<file path="config.mk">
export PLATFORM = sky130hd
export DESIGN_NAME = affine_addr_gen_nd_flat
export DESIGN_NICKNAME = d
export VERILOG_FILES = /design/src/rtl/affine_addr_if.sv /design/src/rtl/affine_addr_gen_nd.sv /design/src/flat_wrapper.sv
export SDC_FILE = /design/constraint.sdc
export NUM_CORES = 1
export LEC_CHECK = 0
export BUFFER_PORTS_ARGS = -buffer_cell sky130_fd_sc_hd__buf_2
export CAP_MARGIN = 20
export CELL_PAD_IN_SITES_DETAIL_PLACEMENT = 2
export CELL_PAD_IN_SITES_GLOBAL_PLACEMENT = 2
export CORE_ASPECT_RATIO = 0.5
export CORE_MARGIN = 5
export CORE_UTILIZATION = 34
export CTS_BUF_LIST = sky130_fd_sc_hd__clkbuf_16
export CTS_CLUSTER_SIZE = 40
export DETAILED_ROUTE_END_ITERATION = 6
export PLACE_DENSITY_LB_ADDON = 0.1
export SYNTH_ARGS = -nofsm -noshare
export SYNTH_HDL_FRONTEND = slang
export SYNTH_SLANG_ARGS = --single-unit
export TNS_END_PERCENT = 20
</file>
<file path="constraint.sdc">
create_clock -name clk -period 5.5 [get_ports clk]
set_clock_uncertainty 0.05 [all_clocks]
set_input_delay 0.55 -clock clk [delete_from_list [all_inputs] [get_ports clk]]
set_output_delay 0.55 -clock clk [all_outputs]
set_load 0.02 [all_outputs]
</file>
<file path="src/rtl/affine_addr_if.sv">
// Handshake and configuration bundle for the N-dimensional affine address generator.
// master = the generator side, slave = the host/consumer side.
interface affine_addr_if #(
    parameter int DIMS  = 3,
    parameter int WIDTH = 16
);
    logic                    start;
    logic [DIMS*WIDTH-1:0]   cfg_extent;
    logic [DIMS*WIDTH-1:0]   cfg_delta;
    logic [WIDTH-1:0]        cfg_offset;
    logic                    out_valid;
    logic                    out_ready;
    logic [WIDTH-1:0]        out_addr;
    logic                    out_last;
    logic                    busy;
    logic                    done;

    modport master (
        input  start, cfg_extent, cfg_delta, cfg_offset, out_ready,
        output out_valid, out_addr, out_last, busy, done
    );

    modport slave (
        output start, cfg_extent, cfg_delta, cfg_offset, out_ready,
        input  out_valid, out_addr, out_last, busy, done
    );
endinterface

</file>
<file path="src/rtl/affine_addr_gen_nd.sv">
// N-dimensional affine address generator: one nested loop per start, one address
// per accepted beat, delta[k] applied on each carry into dimension k.
module affine_addr_gen_nd #(
    parameter int DIMS  = 3,
    parameter int WIDTH = 16
) (
    input  logic          clk,
    input  logic          rst,
    affine_addr_if.master bus
);
    typedef enum logic {IDLE, RUN} state_t;

    state_t             state_q, state_d;
    logic [WIDTH-1:0]   ext_q [DIMS];
    logic [WIDTH-1:0]   dlt_q [DIMS];
    logic [WIDTH-1:0]   idx_q [DIMS];
    logic [WIDTH-1:0]   idx_nxt [DIMS];
    logic [WIDTH-1:0]   ofs_q;
    logic [WIDTH-1:0]   acc_q;
    logic [WIDTH-1:0]   step;
    logic               done_q;
    logic               any_zero;
    logic               all_max;
    logic               carried;
    logic               fire;
    logic               launch;

    always_comb begin
        any_zero = 1'b0;
        for (int d = 0; d < DIMS; d++) begin
            if (bus.cfg_extent[d*WIDTH +: WIDTH] == '0)
                any_zero = 1'b1;
        end
    end

    // Carry chain: the lowest dimension not yet at its max absorbs the step;
    // everything below it rewinds to zero.
    always_comb begin
        all_max = 1'b1;
        carried = 1'b0;
        step    = '0;
        for (int d = 0; d < DIMS; d++) begin
            idx_nxt[d] = idx_q[d];
            if (idx_q[d] != ext_q[d] - WIDTH'(1))
                all_max = 1'b0;
            if (!carried) begin
                if (idx_q[d] == ext_q[d] - WIDTH'(1)) begin
                    idx_nxt[d] = '0;
                end else begin
                    idx_nxt[d] = idx_q[d] + WIDTH'(1);
                    step       = dlt_q[d];
                    carried    = 1'b1;
                end
            end
        end
    end

    assign bus.out_valid = (state_q == RUN);
    assign bus.busy      = (state_q == RUN);
    assign bus.out_last  = (state_q == RUN) && all_max;
    assign bus.out_addr  = acc_q + ofs_q;
    assign bus.done      = done_q;

    assign fire   = bus.out_valid && bus.out_ready;
    assign launch = (state_q == IDLE) && bus.start;

    always_ff @(posedge clk) begin
        if (rst)
            state_q <= IDLE;
        else
            state_q <= state_d;
    end

    always_comb begin
        state_d = state_q;
        unique case (state_q)
            IDLE: if (bus.start && !any_zero) state_d = RUN;
            RUN:  if (fire && all_max)        state_d = IDLE;
            default:                          state_d = IDLE;
        endcase
    end

    always_ff @(posedge clk) begin
        if (rst) begin
            for (int d = 0; d < DIMS; d++) begin
                ext_q[d] <= '0;
                dlt_q[d] <= '0;
                idx_q[d] <= '0;
            end
            ofs_q  <= '0;
            acc_q  <= '0;
            done_q <= 1'b0;
        end else begin
            done_q <= 1'b0;
            if (launch) begin
                for (int d = 0; d < DIMS; d++) begin
                    ext_q[d] <= bus.cfg_extent[d*WIDTH +: WIDTH];
                    dlt_q[d] <= bus.cfg_delta[d*WIDTH +: WIDTH];
                    idx_q[d] <= '0;
                end
                ofs_q  <= bus.cfg_offset;
                acc_q  <= '0;
                done_q <= any_zero;
            end else if (fire) begin
                // Final beat leaves acc/idx untouched; the next launch clears them.
                if (all_max) begin
                    done_q <= 1'b1;
                end else begin
                    for (int d = 0; d < DIMS; d++)
                        idx_q[d] <= idx_nxt[d];
                    acc_q <= acc_q + step;
                end
            end
        end
    end
endmodule

</file>
<file path="src/flat_wrapper.sv">
// flat-port wrapper written by rule: the top's interface ports become plain ports
module affine_addr_gen_nd_flat 
#(
    parameter int DIMS  = 3,
    parameter int WIDTH = 16
)
  (clk, rst, bus_start, bus_cfg_extent, bus_cfg_delta, bus_cfg_offset, bus_out_ready, bus_out_valid, bus_out_addr, bus_out_last, bus_busy, bus_done);
  affine_addr_if #(.DIMS(DIMS), .WIDTH(WIDTH)) bus_i ();
  input  logic clk;
  input  logic rst;
  input wire logic [$bits(bus_i.start)-1:0] bus_start;
  input wire logic [$bits(bus_i.cfg_extent)-1:0] bus_cfg_extent;
  input wire logic [$bits(bus_i.cfg_delta)-1:0] bus_cfg_delta;
  input wire logic [$bits(bus_i.cfg_offset)-1:0] bus_cfg_offset;
  input wire logic [$bits(bus_i.out_ready)-1:0] bus_out_ready;
  output wire logic [$bits(bus_i.out_valid)-1:0] bus_out_valid;
  output wire logic [$bits(bus_i.out_addr)-1:0] bus_out_addr;
  output wire logic [$bits(bus_i.out_last)-1:0] bus_out_last;
  output wire logic [$bits(bus_i.busy)-1:0] bus_busy;
  output wire logic [$bits(bus_i.done)-1:0] bus_done;
  assign bus_i.start = bus_start;
  assign bus_i.cfg_extent = bus_cfg_extent;
  assign bus_i.cfg_delta = bus_cfg_delta;
  assign bus_i.cfg_offset = bus_cfg_offset;
  assign bus_i.out_ready = bus_out_ready;
  assign bus_out_valid = bus_i.out_valid;
  assign bus_out_addr = bus_i.out_addr;
  assign bus_out_last = bus_i.out_last;
  assign bus_busy = bus_i.busy;
  assign bus_done = bus_i.done;
  affine_addr_gen_nd #(.DIMS(DIMS), .WIDTH(WIDTH)) u_core (.clk(clk), .rst(rst), .bus(bus_i));
endmodule
</file>
==> flow_summary.toml <==
[worst_setup_path]
crit_fanout = 8
cp.required_ns = 5.79
end_kind = "flip-flop"
reg2reg_slack_ns = 0.08
crit_type = "flip-flop to flip-flop"
startpoint_type = "flip-flop"
cp.arrival_ns = 5.72

[synthesis]
yosys_register_bits = 178
synth.top_cell.area_share_pct = 40.6
yosys_most_used_dff = "edfxtp_1"
yosysWarnings = 0
ys_types = 69
syn_nets = 1179
synth_top_area_cell = "edfxtp_1"
avgSynthCellArea_um2 = 10.4
synthArstFlopShare_pct = 0
synth_edf_count = 144
syn_area_mm2 = 0.0106
yosysSeqAreaShare_pct = 47.0
synthTopCellsByArea = "edfxtp_1, dfxtp_1, and2_1, xnor2_1, xor2_1"
postSynthCellCount = 1025

[routing]
wire_per_inst_um = 19.9
drt-initial-drc-count = 333
drtAntennaViolNets = 0
routed_wl_mm = 32.5
first_pass_iters = 4
drt-vias-per-instance = 5.20
drc_errors = 0
dr_total_vias = 8497

[clock_network]
clockRootBuffer = "clkbuf_16"
cts_tree = "done"
clk_path_buf_depth = 2
cts_buffers = 17
clkTransAtPathRegs_ns = 0.08
clock-sinks = 178
postCtsHoldBufs = 0
h-tree-depth = 4
clk_latency_ns = 0.46

[job]
drv_cap = 0

[finish]
num-nets-final = 1350
drive_gt1_share_pct = 23.7
synthToLayoutAreaGrowth_pct = 21.3
layout_common_cells = "edfxtp_1, buf_2, nor2_1, and2_1, xnor2_1"
layout_commonest_cell = "edfxtp_1"
fillers = 3247

[hold_path]
hp-class = "primary input to flip-flop"

[floorplan]
initial_utilization_pct = 34.8
dieArea_mm2 = 0.0351
rows = 45
die_y_um = 135
die_w_um = 260
ios = 136
core_mm2 = 0.0306

[global_routing]
antenna_found_initial = 1
grt_pass1_wl_mm = 51.2
track_usage_pct = 18.5
grt_start_max_net_pins = 76
grt_pass1_vias = 9474
grt_overflow = 0

[sta]
final-setup-viol-count = 0
fin_crit_ns = 5.42
slew_headroom_pct = 35.2
rsz0062_at_grt = "true"
tightest_slew_ns = 0.972
slew_viol_final = 0
min_period_over_period_pct = 98.6
tns_ns = 0
fmax_ghz = 0.184
whs_ns = 0.248
hold_viol = 0

[placed_design]
gp_congestion = 0.781
port_buffers = 135
hpwl_mm = 25.1

[power]
power_leakage_uw = 0.00503
ir_drop_v = 0.000189
power_density_mw_per_mm2 = 272

[outcome]
status = "finished clean"
## layer usage
metal  GRT usage [%]  up-vias  wire, µm
met2            34.0       74     17100
li1                -     4099         -
met1            22.8     4299     14400
met4            3.66        0       339
met3            3.68       25       662
met5               0        -         0
## cells by family (layout without fill, tap and decap cells)
logic type | after synthesis | in the layout | synth area share (%)
AOI/OAI and AO/OA | 153 | 153 | 10.3
xor gates and xnor gates | 120 | 120 | 9.88
adders and majority gates | 38 | 38 | 4.61
buffers and inverters | 69 | 253 | 2.61
DFF | 178 | 178 | 47.0
muxes | 28 | 28 | 2.81
other | 0 | 1 | 0
and+or+nand+nor | 439 | 439 | 22.7
## metrics by stage
stage | std cells | setup slack [ns] | power (µW) | cell area, µm² | util, %
final | 1633 | 0.0760 | 3510 | 12900 | 42.2
after floorplan | 1025 | 0.0136 | 2040 | 10700 | -
after global placement | 1597 | -0.0317 | 2250 | 12100 | 39.7
after global routing | 1633 | -0.178 | 3680 | 12900 | 42.2
after CTS | 1631 | 0.0122 | 3540 | 12800 | 41.9
after detailed placement | 1597 | -0.213 | 2290 | 12100 | 39.7
## critical path, stage by stage (launching register included)
cell and delay (ns):
edfxtp_1 0.41, inv_2 0.09, ha_4 0.13, or4b_4 0.46
buf_4 0.19, nor4_4 0.17, xnor2_1 0.12, nor4_2 0.39
or3b_1 0.41, or3_4 0.39, a22o_1 0.25, mux2_2 0.28
ha_1 0.29, a21o_1 0.17, a21oi_2 0.18, o21ai_2 0.09
a311oi_2 0.27, o21bai_2 0.13, a41oi_2 0.23, a21oi_2 0.11
xnor2_2 0.15, buf_4 0.15, a31o_1 0.21
## path summary, 6_finish.rpt
check | cells past startpoint | from | end
worst min-delay path | 3 | bus_cfg_offset[1] | u_core.ofs_q[1]
worst max register to register | 22 | u_core.ext_q[0][17] | u_core.acc_q[15]
worst max-delay path | 22 | u_core.ext_q[0][17] | u_core.acc_q[15]
worst min register to register | 1 | u_core.ofs_q[5] | u_core.ofs_q[5]
## registers in the layout (all words and copies together) (netlist names)
name / count
u_core.acc_q: 16
u_core.bus.busy: 1
u_core.bus.done: 1
u_core.dlt_q: 48
u_core.ext_q: 48
u_core.idx_q: 48
u_core.ofs_q: 16
## power by group
part	switching, µW	total [µW]	internal, µW
Combinational	332	602	270
Sequential	104	1670	1570
Clock	622	1230	610
## repair_timing
action	in CTS	in global routing
pin swaps	7	11
gates cloned	0	0
setup endpoints to repair	6	8
resized for setup	14	16
buffers inserted	2	1
## synth_stat cells (30+ instances only)
cell type	instances
xor2_1	55
clkbuf_1	32
ha_1	36
nand3_1	35
dfxtp_1	34
edfxtp_1	144
nor3_1	30
a22o_1	30
and2_1	100
nand2_1	33
nor2_1	101
xnor2_1	65
## cell type report
type	count	area [µm²]	share of cell area [%]
clock buffers	17	425	3.30
multi-input cells	778	5550	43.0
flip-flops and latches	178	5000	38.8
well taps	423	529	4.10
repair buffers	193	1110	8.61
clock inverters	15	166	1.29
diodes	1	2.50	0.0194
inverters	28	108	0.834
(Power assumes the default switching activity.)
